===== config.mk =====
export PLATFORM = sky130hd
export DESIGN_NAME = gen_share_arbiter
export DESIGN_NICKNAME = d
export VERILOG_FILES = /design/src/rtl/gen_share_arbiter.sv
export SDC_FILE = /design/constraint.sdc
export NUM_CORES = 1
export LEC_CHECK = 0
export CAP_MARGIN = 20
export CORE_MARGIN = 2
export CORE_UTILIZATION = 34
export DETAILED_ROUTE_END_ITERATION = 8
export GPL_TIMING_DRIVEN = 0
export PLACE_DENSITY = 0.82
export SLEW_MARGIN = 20
export SYNTH_ARGS = -nofsm -noshare
export SYNTH_HDL_FRONTEND = slang
export SYNTH_SLANG_ARGS = --single-unit

===== constraint.sdc =====
create_clock -name __clock -period 2.75 [get_ports __clock]
set_clock_uncertainty 0.05 [all_clocks]
set_input_delay 0.825 -clock __clock [delete_from_list [all_inputs] [get_ports __clock]]
set_output_delay 0.825 -clock __clock [all_outputs]
set_load 0.03 [all_outputs]

===== src/rtl/gen_share_arbiter.sv =====
// Round-robin arbiter that shares one streaming generator core among NREQ requesters.
// Optional stall watchdog is compiled in with `define GEN_TIMEOUT_EN.
module gen_share_arbiter #(
  parameter int unsigned NREQ           = 4,
  parameter int unsigned W              = 32,
  parameter int unsigned TIMEOUT_CYCLES = 1024
) (
  input  logic              __clock,
  input  logic              __reset,
  input  logic [NREQ-1:0]   req,
  input  logic [NREQ*W-1:0] req_n,
  output logic [NREQ-1:0]   grant,
  output logic [W-1:0]      out_data,
  output logic [NREQ-1:0]   out_valid,
  input  logic [NREQ-1:0]   out_ready,
  output logic [NREQ-1:0]   out_done,
  output logic              out_err,
  output logic [W-1:0]      gen_n,
  output logic              gen_start,
  output logic              gen_ready,
  input  logic [W-1:0]      gen_output_0,
  input  logic              gen_valid,
  input  logic              gen_done,
  output logic              gen_clear
);

  localparam int unsigned IW = (NREQ > 1) ? $clog2(NREQ) : 1;

  typedef enum logic [2:0] {StIdle, StStart, StStream, StClear, StFinish} state_e;

  state_e          state_q;
  logic [IW-1:0]   idx_q;
  logic [IW-1:0]   ptr_q;
  logic [IW-1:0]   pick;
  logic            pick_vld;
  logic            in_stream;
  int unsigned     cand;

  // First requesting index after the pointer, wrapping; the last winner scans last.
  always_comb begin
    pick     = '0;
    pick_vld = 1'b0;
    cand     = 0;
    for (int unsigned i = 1; i <= NREQ; i++) begin
      cand = (int'(ptr_q) + i) % NREQ;
      if (!pick_vld && req[IW'(cand)]) begin
        pick     = IW'(cand);
        pick_vld = 1'b1;
      end
    end
  end

  assign in_stream = (state_q == StStream);
  assign out_valid = (in_stream && gen_valid) ? grant : '0;
  assign gen_ready = in_stream & out_ready[idx_q];
  assign out_data  = in_stream ? gen_output_0 : '0;

`ifdef GEN_TIMEOUT_EN
  localparam int unsigned CW = $clog2(TIMEOUT_CYCLES + 1);
  logic [CW-1:0] stall_q;
  logic          clear_q;
  logic          err_q;
  assign gen_clear = clear_q;
  assign out_err   = err_q;
`else
  assign gen_clear = 1'b0;
  assign out_err   = 1'b0;
`endif

  always_ff @(posedge __clock or negedge __reset) begin
    if (!__reset) begin
      state_q   <= StIdle;
      idx_q     <= '0;
      ptr_q     <= IW'(NREQ - 1);
      grant     <= '0;
      out_done  <= '0;
      gen_n     <= '0;
      gen_start <= 1'b0;
`ifdef GEN_TIMEOUT_EN
      stall_q   <= '0;
      clear_q   <= 1'b0;
      err_q     <= 1'b0;
`endif
    end else begin
      unique case (state_q)
        StIdle: begin
          if (pick_vld) begin
            idx_q     <= pick;
            gen_n     <= req_n[int'(pick)*W +: W];
            grant     <= NREQ'(1) << pick;
            gen_start <= 1'b1;
            state_q   <= StStart;
          end
        end
        StStart: begin
          gen_start <= 1'b0;
`ifdef GEN_TIMEOUT_EN
          stall_q   <= '0;
`endif
          state_q   <= StStream;
        end
        StStream: begin
          if (gen_done) begin
            out_done <= grant;
            state_q  <= StFinish;
          end
`ifdef GEN_TIMEOUT_EN
          else if (gen_valid && out_ready[idx_q]) begin
            stall_q <= '0;
          end else if (stall_q == CW'(TIMEOUT_CYCLES - 1)) begin
            // Hung generator: clear it, then complete the job with an error.
            clear_q <= 1'b1;
            state_q <= StClear;
          end else begin
            stall_q <= stall_q + 1'b1;
          end
`endif
        end
        StClear: begin
`ifdef GEN_TIMEOUT_EN
          clear_q  <= 1'b0;
          err_q    <= 1'b1;
`endif
          out_done <= grant;
          state_q  <= StFinish;
        end
        StFinish: begin
          out_done <= '0;
          grant    <= '0;
          ptr_q    <= idx_q;
`ifdef GEN_TIMEOUT_EN
          err_q    <= 1'b0;
`endif
          state_q  <= StIdle;
        end
        default: state_q <= StIdle;
      endcase
    end
  end

endmodule


==> impl_metrics.xml, run 1 <==
<?xml version="1.0" encoding="UTF-8"?>
<metrics>
  <group name="sta">
    <metric name="hold_violations" unit="">0</metric>
    <metric name="worst_margin_pin_slew" unit="ns">0.6040</metric>
    <metric name="report.final.setup_viol" unit="">0</metric>
    <metric name="slew_violations" unit="">0</metric>
    <metric name="slew_headroom" unit="%">59.73</metric>
    <metric name="clock.fmax" unit="MHz">370.3</metric>
    <metric name="final_period_util" unit="%">98.21</metric>
    <metric name="layout_min_cycle_time" unit="ns">2.701</metric>
  </group>
  <group name="floorplanning">
    <metric name="placementRows" unit="">35</metric>
    <metric name="die-width" unit="um">101.9</metric>
    <metric name="initial_core_util" unit="%">35.13</metric>
    <metric name="core" unit="sq um">9284</metric>
    <metric name="die-area" unit="sq um">10390</metric>
    <metric name="top_level_ports" unit="">252</metric>
    <metric name="floorplan.die.height" unit="um">101.9</metric>
  </group>
  <group name="placed_design">
    <metric name="post-dp-hpwl" unit="mm">11.61</metric>
    <metric name="port-buffer-count" unit="">248</metric>
    <metric name="gp_congestion" unit="">0.8845</metric>
  </group>
  <group name="global_route">
    <metric name="grt.total_usage" unit="%">26.71</metric>
    <metric name="wire_length_of_the_first_global_routing_pass" unit="mm">21.38</metric>
    <metric name="global_route.overflow_total" unit="">0</metric>
    <metric name="number_of_global_route_vias_before_repair" unit="">4249</metric>
    <metric name="grt_max_degree" unit="">27</metric>
    <metric name="number_of_antenna_violations_at_the_first_check_in_global_routing" unit="">0</metric>
  </group>
  <group name="worst_setup_path">
    <metric name="critical_path.startpoint" unit="">out_ready[2]</metric>
    <metric name="r2r.worst_path.cells" unit="">7</metric>
    <metric name="reg2reg_setup_slack" unit="ns">0.52</metric>
    <metric name="critical_path_class" unit="">in2out</metric>
    <metric name="cp_data_required_time" unit="ns">1.88</metric>
    <metric name="critical_path_peak_fanout" unit="">1</metric>
    <metric name="crit_end" unit="">gen_ready</metric>
    <metric name="slowest_delay" unit="ns">0.46</metric>
    <metric name="cell_by_cell_listing_of_the_critical_path" unit="">dlygate4sd2_1, mux4_2, and2_4, buf_6</metric>
    <metric name="critical_path_arrival" unit="ns">1.83</metric>
    <metric name="endpoint_kind" unit="">primary output</metric>
    <metric name="worst_r2r_endpoint" unit="">gen_n[3]$_DFFE_PN0P_</metric>
    <metric name="rr_startpoint" unit="">ptr_q[1]$_DFFE_PN1P_</metric>
    <metric name="critical_path.startpoint_type" unit="">primary input</metric>
    <metric name="slowest_stage" unit="">mux4_2</metric>
  </group>
  <group name="cts">
    <metric name="cts_inserted_buffers" unit="">5</metric>
    <metric name="tritoncts_clock_tree" unit="">built</metric>
    <metric name="htreeDepth" unit="">2</metric>
    <metric name="root_buffer" unit="">clkbuf_8</metric>
    <metric name="tritoncts_num_sinks" unit="">48</metric>
    <metric name="clock_path_buffers" unit="">2</metric>
    <metric name="clock_insertion_delay_worst_skew" unit="ns">0.30</metric>
    <metric name="path_clk_slew" unit="ns">0.09</metric>
  </group>
  <group name="routing">
    <metric name="ant_nets" unit="">0</metric>
    <metric name="drc" unit="">0</metric>
    <metric name="finalWirelength" unit="mm">14.61</metric>
    <metric name="drt_first_iter_violations" unit="">251</metric>
    <metric name="route.detailed.vias_per_inst" unit="">5.479</metric>
    <metric name="routed-via-count" unit="">4224</metric>
    <metric name="detail_route.first_pass.iterations" unit="">5</metric>
    <metric name="post_drt_wl_per_cell" unit="um">18.95</metric>
  </group>
  <group name="finish">
    <metric name="layout.nets" unit="">813</metric>
    <metric name="layout-area-overhead-vs-synth" unit="%">83.62</metric>
    <metric name="final_core_utilization" unit="%">64.51</metric>
    <metric name="fraction_of_layout_instances_using_a_drive_strength_above_1" unit="%">16.98</metric>
    <metric name="diodes" unit="">0</metric>
  </group>
  <group name="yosys">
    <metric name="post_synthesis_cell_count" unit="">378</metric>
    <metric name="syn_area_per_cell" unit="sq um">8.629</metric>
    <metric name="synth_compound_area_share" unit="%">25.78</metric>
    <metric name="synth_top_area_cell" unit="">dfrtp_1</metric>
    <metric name="synthXorXnorAreaFrac" unit="%">0</metric>
    <metric name="synthFlopType" unit="">dfrtp_1</metric>
    <metric name="synth.mux.area_fraction" unit="%">1.688</metric>
    <metric name="synthSimpleGateAreaFrac" unit="%">26.62</metric>
    <metric name="synthesis.area" unit="sq um">3262</metric>
    <metric name="post_synth_fa_ha_maj_area_fraction" unit="%">0</metric>
    <metric name="synth-edff-count" unit="">0</metric>
    <metric name="synth_largest_type_area_fraction" unit="%">35.29</metric>
    <metric name="synth-seq-cells" unit="">48</metric>
    <metric name="synth_top_family_by_area" unit="">simple AND/OR/NAND/NOR gates</metric>
    <metric name="synthDistinctLibCells" unit="">43</metric>
    <metric name="async_flop_share" unit="%">100.0</metric>
    <metric name="synth.area.top_cells" unit="">dfrtp_1, a31oi_1, a22oi_1, and2_1, nor4b_1</metric>
    <metric name="yosys_warnings" unit="">0</metric>
    <metric name="portion_of_the_post_synthesis_area_used_by_sequential_elements" unit="%">36.90</metric>
  </group>
  <group name="worst_hold_path">
    <metric name="worst_min_delay_path_class" unit="">in2async</metric>
  </group>
  <group name="pwr">
    <metric name="p_clk_share" unit="%">9.1</metric>
    <metric name="power.net_switching" unit="uW">2822</metric>
    <metric name="ir_worst_vdd" unit="mV">0.4899</metric>
    <metric name="power_frac_comb" unit="%">68.2</metric>
    <metric name="netSwitchingFraction" unit="%">49.17</metric>
    <metric name="power_density_over_cell_area" unit="nW/um^2">958.0</metric>
    <metric name="p_seq_share" unit="%">22.8</metric>
    <metric name="intPower" unit="uW">2917</metric>
    <metric name="leakagePower" unit="uW">0.002473</metric>
    <metric name="total_power" unit="uW">5738</metric>
  </group>
  <group name="flow_run">
    <metric name="drv.max_cap_violation_count" unit="">0</metric>
  </group>
  <group name="status">
    <metric name="outcome" unit="">complete, no violations</metric>
  </group>
</metrics>
-- per-stage QoR --
step	setup TNS (ns)	hold WS, ns	area [sq um]	std cells	worst slack [ns]
after floorplan	0	0.4219	3266	379	0.3555
after global placement	-56.75	0.4504	5909	756	-0.5916
after detailed placement	-32.30	0.4623	5924	757	-0.5925
after CTS	-0.001592	0.4714	6056	769	-0.001592
after global routing	-0.01565	0.5006	5989	771	-0.008026
final	0	0.4613	5989	771	0.04915
-- state kept, by name, summed over array words and instances (netlist names) --
name / cells
idx_q: 2
ptr_q: 2
gen_start: 1
grant: 4
gen_n: 32
out_done: 4
state_q: 3
-- logic make-up after synthesis --
family,after synthesis
AND/OR/NAND/NOR,145
AO/OA/AOI/OAI,123
buffers and inverters,57
flip-flops,48
multiplexers,4
other,1
-- critical path, delay by kind of cell --
family	cells	cell delay, ns
AND/OR/NAND/NOR	1	0.17
buffers and inverters	2	0.36
multiplexers	1	0.46
-- cells in the final DEF, fill, tap and decap left out, drive strengths merged, types with 2 or more instances in the layout --
cell / count
a21oi: 10
a22oi: 33
a31oi: 64
and2: 34
and3: 4
buf: 29
clkbuf: 53
clkdlybuf4s15: 5
clkdlybuf4s50: 204
conb: 2
dfrtp: 46
dfstp: 2
dlygate4sd2: 7
dlymetal6s2s: 2
inv: 18
mux2: 2
nand2: 25
nand2b: 2
nor2: 39
nor3: 3
nor4: 14
nor4b: 18
o211a: 2
o21ai: 7
or2: 3
-- cell type report --
class                           instances  area, sq um
Tap cell                              129        161.4
Inverter                               18        67.56
Buffer                                 37        239.0
Fill cell                             835         3294
Sequential cell                        48         1204
Clock buffer                            6        72.57
Multi-Input combinational cell        274         1789
Clock inverter                          2        35.03
Timing Repair Buffer                  257         2421
-- synth_stat cells (2+ instances only) --
cell,number
a22oi_1,33
buf_2,7
o21ai_0,2
a21oi_1,9
or2_1,2
o211a_1,2
nor4b_1,18
nor2_1,38
a31oi_1,64
nor4_1,3
inv_1,18
nor3_1,3
clkbuf_1,19
nand2_1,25
and2_1,34
dfstp_2,2
buf_4,5
buf_6,6
nor4_2,11
and3_1,4
o21ai_1,5
nand2b_1,2
dfrtp_1,46
-- repair_timing --
action	CTS	global route
setup endpoints to repair	73	68
pin swaps	2	2
gates resized for setup	70	73
setup buffers	5	3
hold buffers	0	0
-- power by group through the flow --
stage          Combinational [uW]  Clock [uW]  Sequential [uW]
3_5_place_dp                 3900           0             1310
3_3_place_gp                 3810           0             1290
6_report                     3910         520             1310
2_1_floorplan                1740           0             1840
4_1_cts                      3890         520             1300
5_1_grt                      4200         542             1350
-- layer usage --
| metal | up-vias | GRT usage (%) | part of all wire [%] |
|---|---|---|---|
| met5 | - | 0 | 0 |
| li1 | 1919 | - | - |
| met1 | 2020 | 27.54 | 34 |
| met2 | 253 | 51.32 | 53 |
| met3 | 32 | 7.524 | 9.9 |
| met4 | 0 | 9.333 | 2.4 |
-- how the worst min path moves through the flow --
stage	start	endpoint	slack (ns)	depth (start not counted)
2_1_floorplan	state_q[2]$_DFFE_PN0P_	state_q[1]$_DFFE_PN0P_	0.42	1
3_3_place_gp	state_q[2]$_DFFE_PN0P_	state_q[1]$_DFFE_PN0P_	0.45	1
3_5_place_dp	state_q[2]$_DFFE_PN0P_	state_q[1]$_DFFE_PN0P_	0.46	1
4_1_cts	__reset	gen_n[4]$_DFFE_PN0P_	0.47	1
5_1_grt	__reset	gen_n[4]$_DFFE_PN0P_	0.50	1
6_report	__reset	gen_n[4]$_DFFE_PN0P_	0.46	1
(Power assumes the default switching activity.)
==> run 2: changes to the inputs <==
Clock period 2.75 ns to 2.9 ns, I/O delays scaled along.
==> run 2 against run 1 <==
Net effect:
- die area is the same
- non-clock buffer count shrank 5
- count of clock-buffer cells in the layout is the same
- wire length shrank 0.84%
- power shrank 5.4%
- global-route usage shrank 0.072 points
- sequential cell count is the same
- setup slack gained 0.014 ns
- via count shrank 1.4%
- utilization grew 0.61 points
- combinational power shrank 5.4%
- critical endpoint is now out_valid[3]
- largest cell class unchanged
==> impl_metrics.xml, run 2 (same netlist as run 1, synthesis figures left out) <==
<?xml version="1.0" encoding="UTF-8"?>
<metrics>
  <group name="cts">
    <metric name="tritoncts_clock_tree" unit="">built</metric>
    <metric name="path_clk_slew" unit="ns">0.08</metric>
    <metric name="post_cts_hold_buffer_count" unit="">0</metric>
    <metric name="clock_path_buffers" unit="">2</metric>
    <metric name="tritoncts_num_sinks" unit="">48</metric>
    <metric name="root_buffer" unit="">clkbuf_8</metric>
    <metric name="cts_inserted_buffers" unit="">5</metric>
    <metric name="htreeDepth" unit="">2</metric>
    <metric name="clock_insertion_delay_worst_skew" unit="ns">0.30</metric>
  </group>
  <group name="placed_design">
    <metric name="port-buffer-count" unit="">248</metric>
    <metric name="dpl-instance-area" unit="sq um">5924</metric>
    <metric name="place_worst_setup_slack" unit="ns">-0.5325</metric>
    <metric name="dpl.cell_count" unit="">757</metric>
    <metric name="gp_congestion" unit="">0.8845</metric>
    <metric name="post-dp-hpwl" unit="mm">11.61</metric>
  </group>
  <group name="finish">
    <metric name="multi_input_area" unit="sq um">1789</metric>
    <metric name="diodes" unit="">0</metric>
    <metric name="layout.nets" unit="">808</metric>
    <metric name="final-seq-area" unit="sq um">1204</metric>
    <metric name="post-route-cell-area" unit="sq um">6046</metric>
    <metric name="fraction_of_layout_instances_using_a_drive_strength_above_1" unit="%">11.93</metric>
    <metric name="layout-area-overhead-vs-synth" unit="%">85.35</metric>
    <metric name="layout_top_registers" unit="">gen_n (32), grant (4), out_done (4)</metric>
    <metric name="max_reg_flops" unit="">32</metric>
    <metric name="regMostFlops" unit="">gen_n</metric>
    <metric name="layout.cells.non_filler" unit="">766</metric>
    <metric name="fillerInstances" unit="">834</metric>
    <metric name="layout.cells.most_common_list" unit="">clkdlybuf4s50_1, a31oi_1, dfrtp_1, nor2_1</metric>
    <metric name="layout.cells.most_common" unit="">clkdlybuf4s50_1</metric>
  </group>
  <group name="global_route">
    <metric name="grt.total_usage" unit="%">26.64</metric>
    <metric name="wire_length_of_the_first_global_routing_pass" unit="mm">21.28</metric>
    <metric name="grt_max_degree" unit="">27</metric>
    <metric name="number_of_antenna_violations_at_the_first_check_in_global_routing" unit="">0</metric>
    <metric name="global_route.overflow_total" unit="">0</metric>
    <metric name="number_of_global_route_vias_before_repair" unit="">4246</metric>
  </group>
  <group name="sta">
    <metric name="hold_violations" unit="">0</metric>
    <metric name="report.final.setup_viol" unit="">0</metric>
    <metric name="layout_setup_ws" unit="ns">0.06295</metric>
    <metric name="grt_setup_unrepaired" unit="">no</metric>
    <metric name="clock.fmax" unit="MHz">352.5</metric>
    <metric name="final_period_util" unit="%">97.83</metric>
    <metric name="final.hold.worst_slack" unit="ns">0.4848</metric>
    <metric name="slew_headroom" unit="%">53.34</metric>
    <metric name="worst_margin_pin_slew" unit="ns">0.6983</metric>
    <metric name="slew_violations" unit="">0</metric>
    <metric name="layout_min_cycle_time" unit="ns">2.837</metric>
  </group>
  <group name="pwr">
    <metric name="power_density_over_cell_area" unit="nW/um^2">898.2</metric>
    <metric name="ir_worst_vdd" unit="mV">0.4606</metric>
    <metric name="total_power" unit="uW">5431</metric>
    <metric name="leakagePower" unit="uW">0.002469</metric>
  </group>
  <group name="floorplanning">
    <metric name="floorplan.die.height" unit="um">101.9</metric>
    <metric name="die-width" unit="um">101.9</metric>
    <metric name="initial_core_util" unit="%">35.13</metric>
    <metric name="placementRows" unit="">35</metric>
    <metric name="die-area" unit="sq um">10390</metric>
    <metric name="core" unit="sq um">9284</metric>
    <metric name="top_level_ports" unit="">252</metric>
  </group>
  <group name="routing">
    <metric name="drc" unit="">0</metric>
    <metric name="drt_first_iter_violations" unit="">234</metric>
    <metric name="detail_route.first_pass.iterations" unit="">5</metric>
    <metric name="finalWirelength" unit="mm">14.49</metric>
    <metric name="routed-via-count" unit="">4163</metric>
    <metric name="post_drt_wl_per_cell" unit="um">18.91</metric>
    <metric name="ant_nets" unit="">0</metric>
    <metric name="route.detailed.vias_per_inst" unit="">5.435</metric>
  </group>
  <group name="status">
    <metric name="outcome" unit="">complete, no violations</metric>
  </group>
  <group name="worst_setup_path">
    <metric name="critical_path_arrival" unit="ns">1.92</metric>
    <metric name="critical_path.startpoint_type" unit="">primary input</metric>
    <metric name="cp_data_required_time" unit="ns">1.98</metric>
    <metric name="endpoint_kind" unit="">primary output</metric>
    <metric name="critical_path_peak_fanout" unit="">4</metric>
    <metric name="critical_path_class" unit="">in2out</metric>
  </group>
  <group name="flow_run">
    <metric name="drv.max_cap_violation_count" unit="">0</metric>
  </group>
  <group name="worst_hold_path">
    <metric name="worst_min_delay_path_class" unit="">reg2reg</metric>
  </group>
</metrics>
[run 2: routing by layer]
layer  GRT usage, %  part of all wire [%]  wire (um)  vias up
met2          51.37                    53       7713      232
met1          27.32                    34       4959     1989
met5              0                     0          0        -
met4          9.436                   2.8        402        0
met3          7.387                   9.7       1410       35
li1               -                     -          -     1907
[run 2: what timing repair did]
| action | 4_1_cts | 5_1_grt |
|---|---|---|
| gates cloned | 0 | 0 |
| buffers inserted | 2 | 2 |
| setup endpoints to repair | 58 | 57 |
| pin swaps | 2 | 1 |
| resized for setup | 57 | 40 |
[run 2: path summary, 6_finish.rpt]
| kind | from | endpoint | slack, ns | cells after the start |
|---|---|---|---|---|
| worst max-delay path | gen_valid | out_valid[3] | 0.06 | 3 |
| worst min-delay path | idx_q[0]$_DFFE_PN0P_ | ptr_q[0]$_DFFE_PN1P_ | 0.48 | 2 |
| worst max register to register | ptr_q[1]$_DFFE_PN1P_ | gen_n[3]$_DFFE_PN0P_ | 0.66 | 7 |
| worst min register to register | idx_q[0]$_DFFE_PN0P_ | ptr_q[0]$_DFFE_PN1P_ | 0.48 | 2 |
| max in group asynchronous | __reset | ptr_q[1]$_DFFE_PN1P_ | 1.66 | 2 |
| min in group asynchronous | __reset | gen_n[4]$_DFFE_PN0P_ | 0.51 | 1 |
[run 2: power by group]
group | switching [uW] | leakage (uW) | internal [uW] | total [uW]
Clock | 242 | 0.0000552 | 256 | 498
Combinational | 2200 | 0.00185 | 1490 | 3700
Sequential | 223 | 0.000559 | 1010 | 1240
[run 2: critical path, stage by stage]
cell and delay [ns]:
clkdlybuf4s50_1 0.50, and3_1 0.15, clkdlybuf4s15_1 0.39
[run 2: area by class of cell]
class	count	share of cell area [%]
inverter	18	1.118
sequential	48	19.91
clock inverter	2	0.5795
clock buffer	6	1.200
timing repair buffer	253	41.14
tap	129	2.670
multi-input combinational	274	29.59
buffer	36	3.787
[run 2: metrics by stage]
| step | TNS (ns) | util, % |
|---|---|---|
| global route | 0 | 65.12 |
| CTS | 0 | 64.85 |
| global placement | -44.14 | 63.65 |
| finish | 0 | 65.12 |
| floorplan | 0 | - |
| detailed placement | -24.68 | 63.81 |
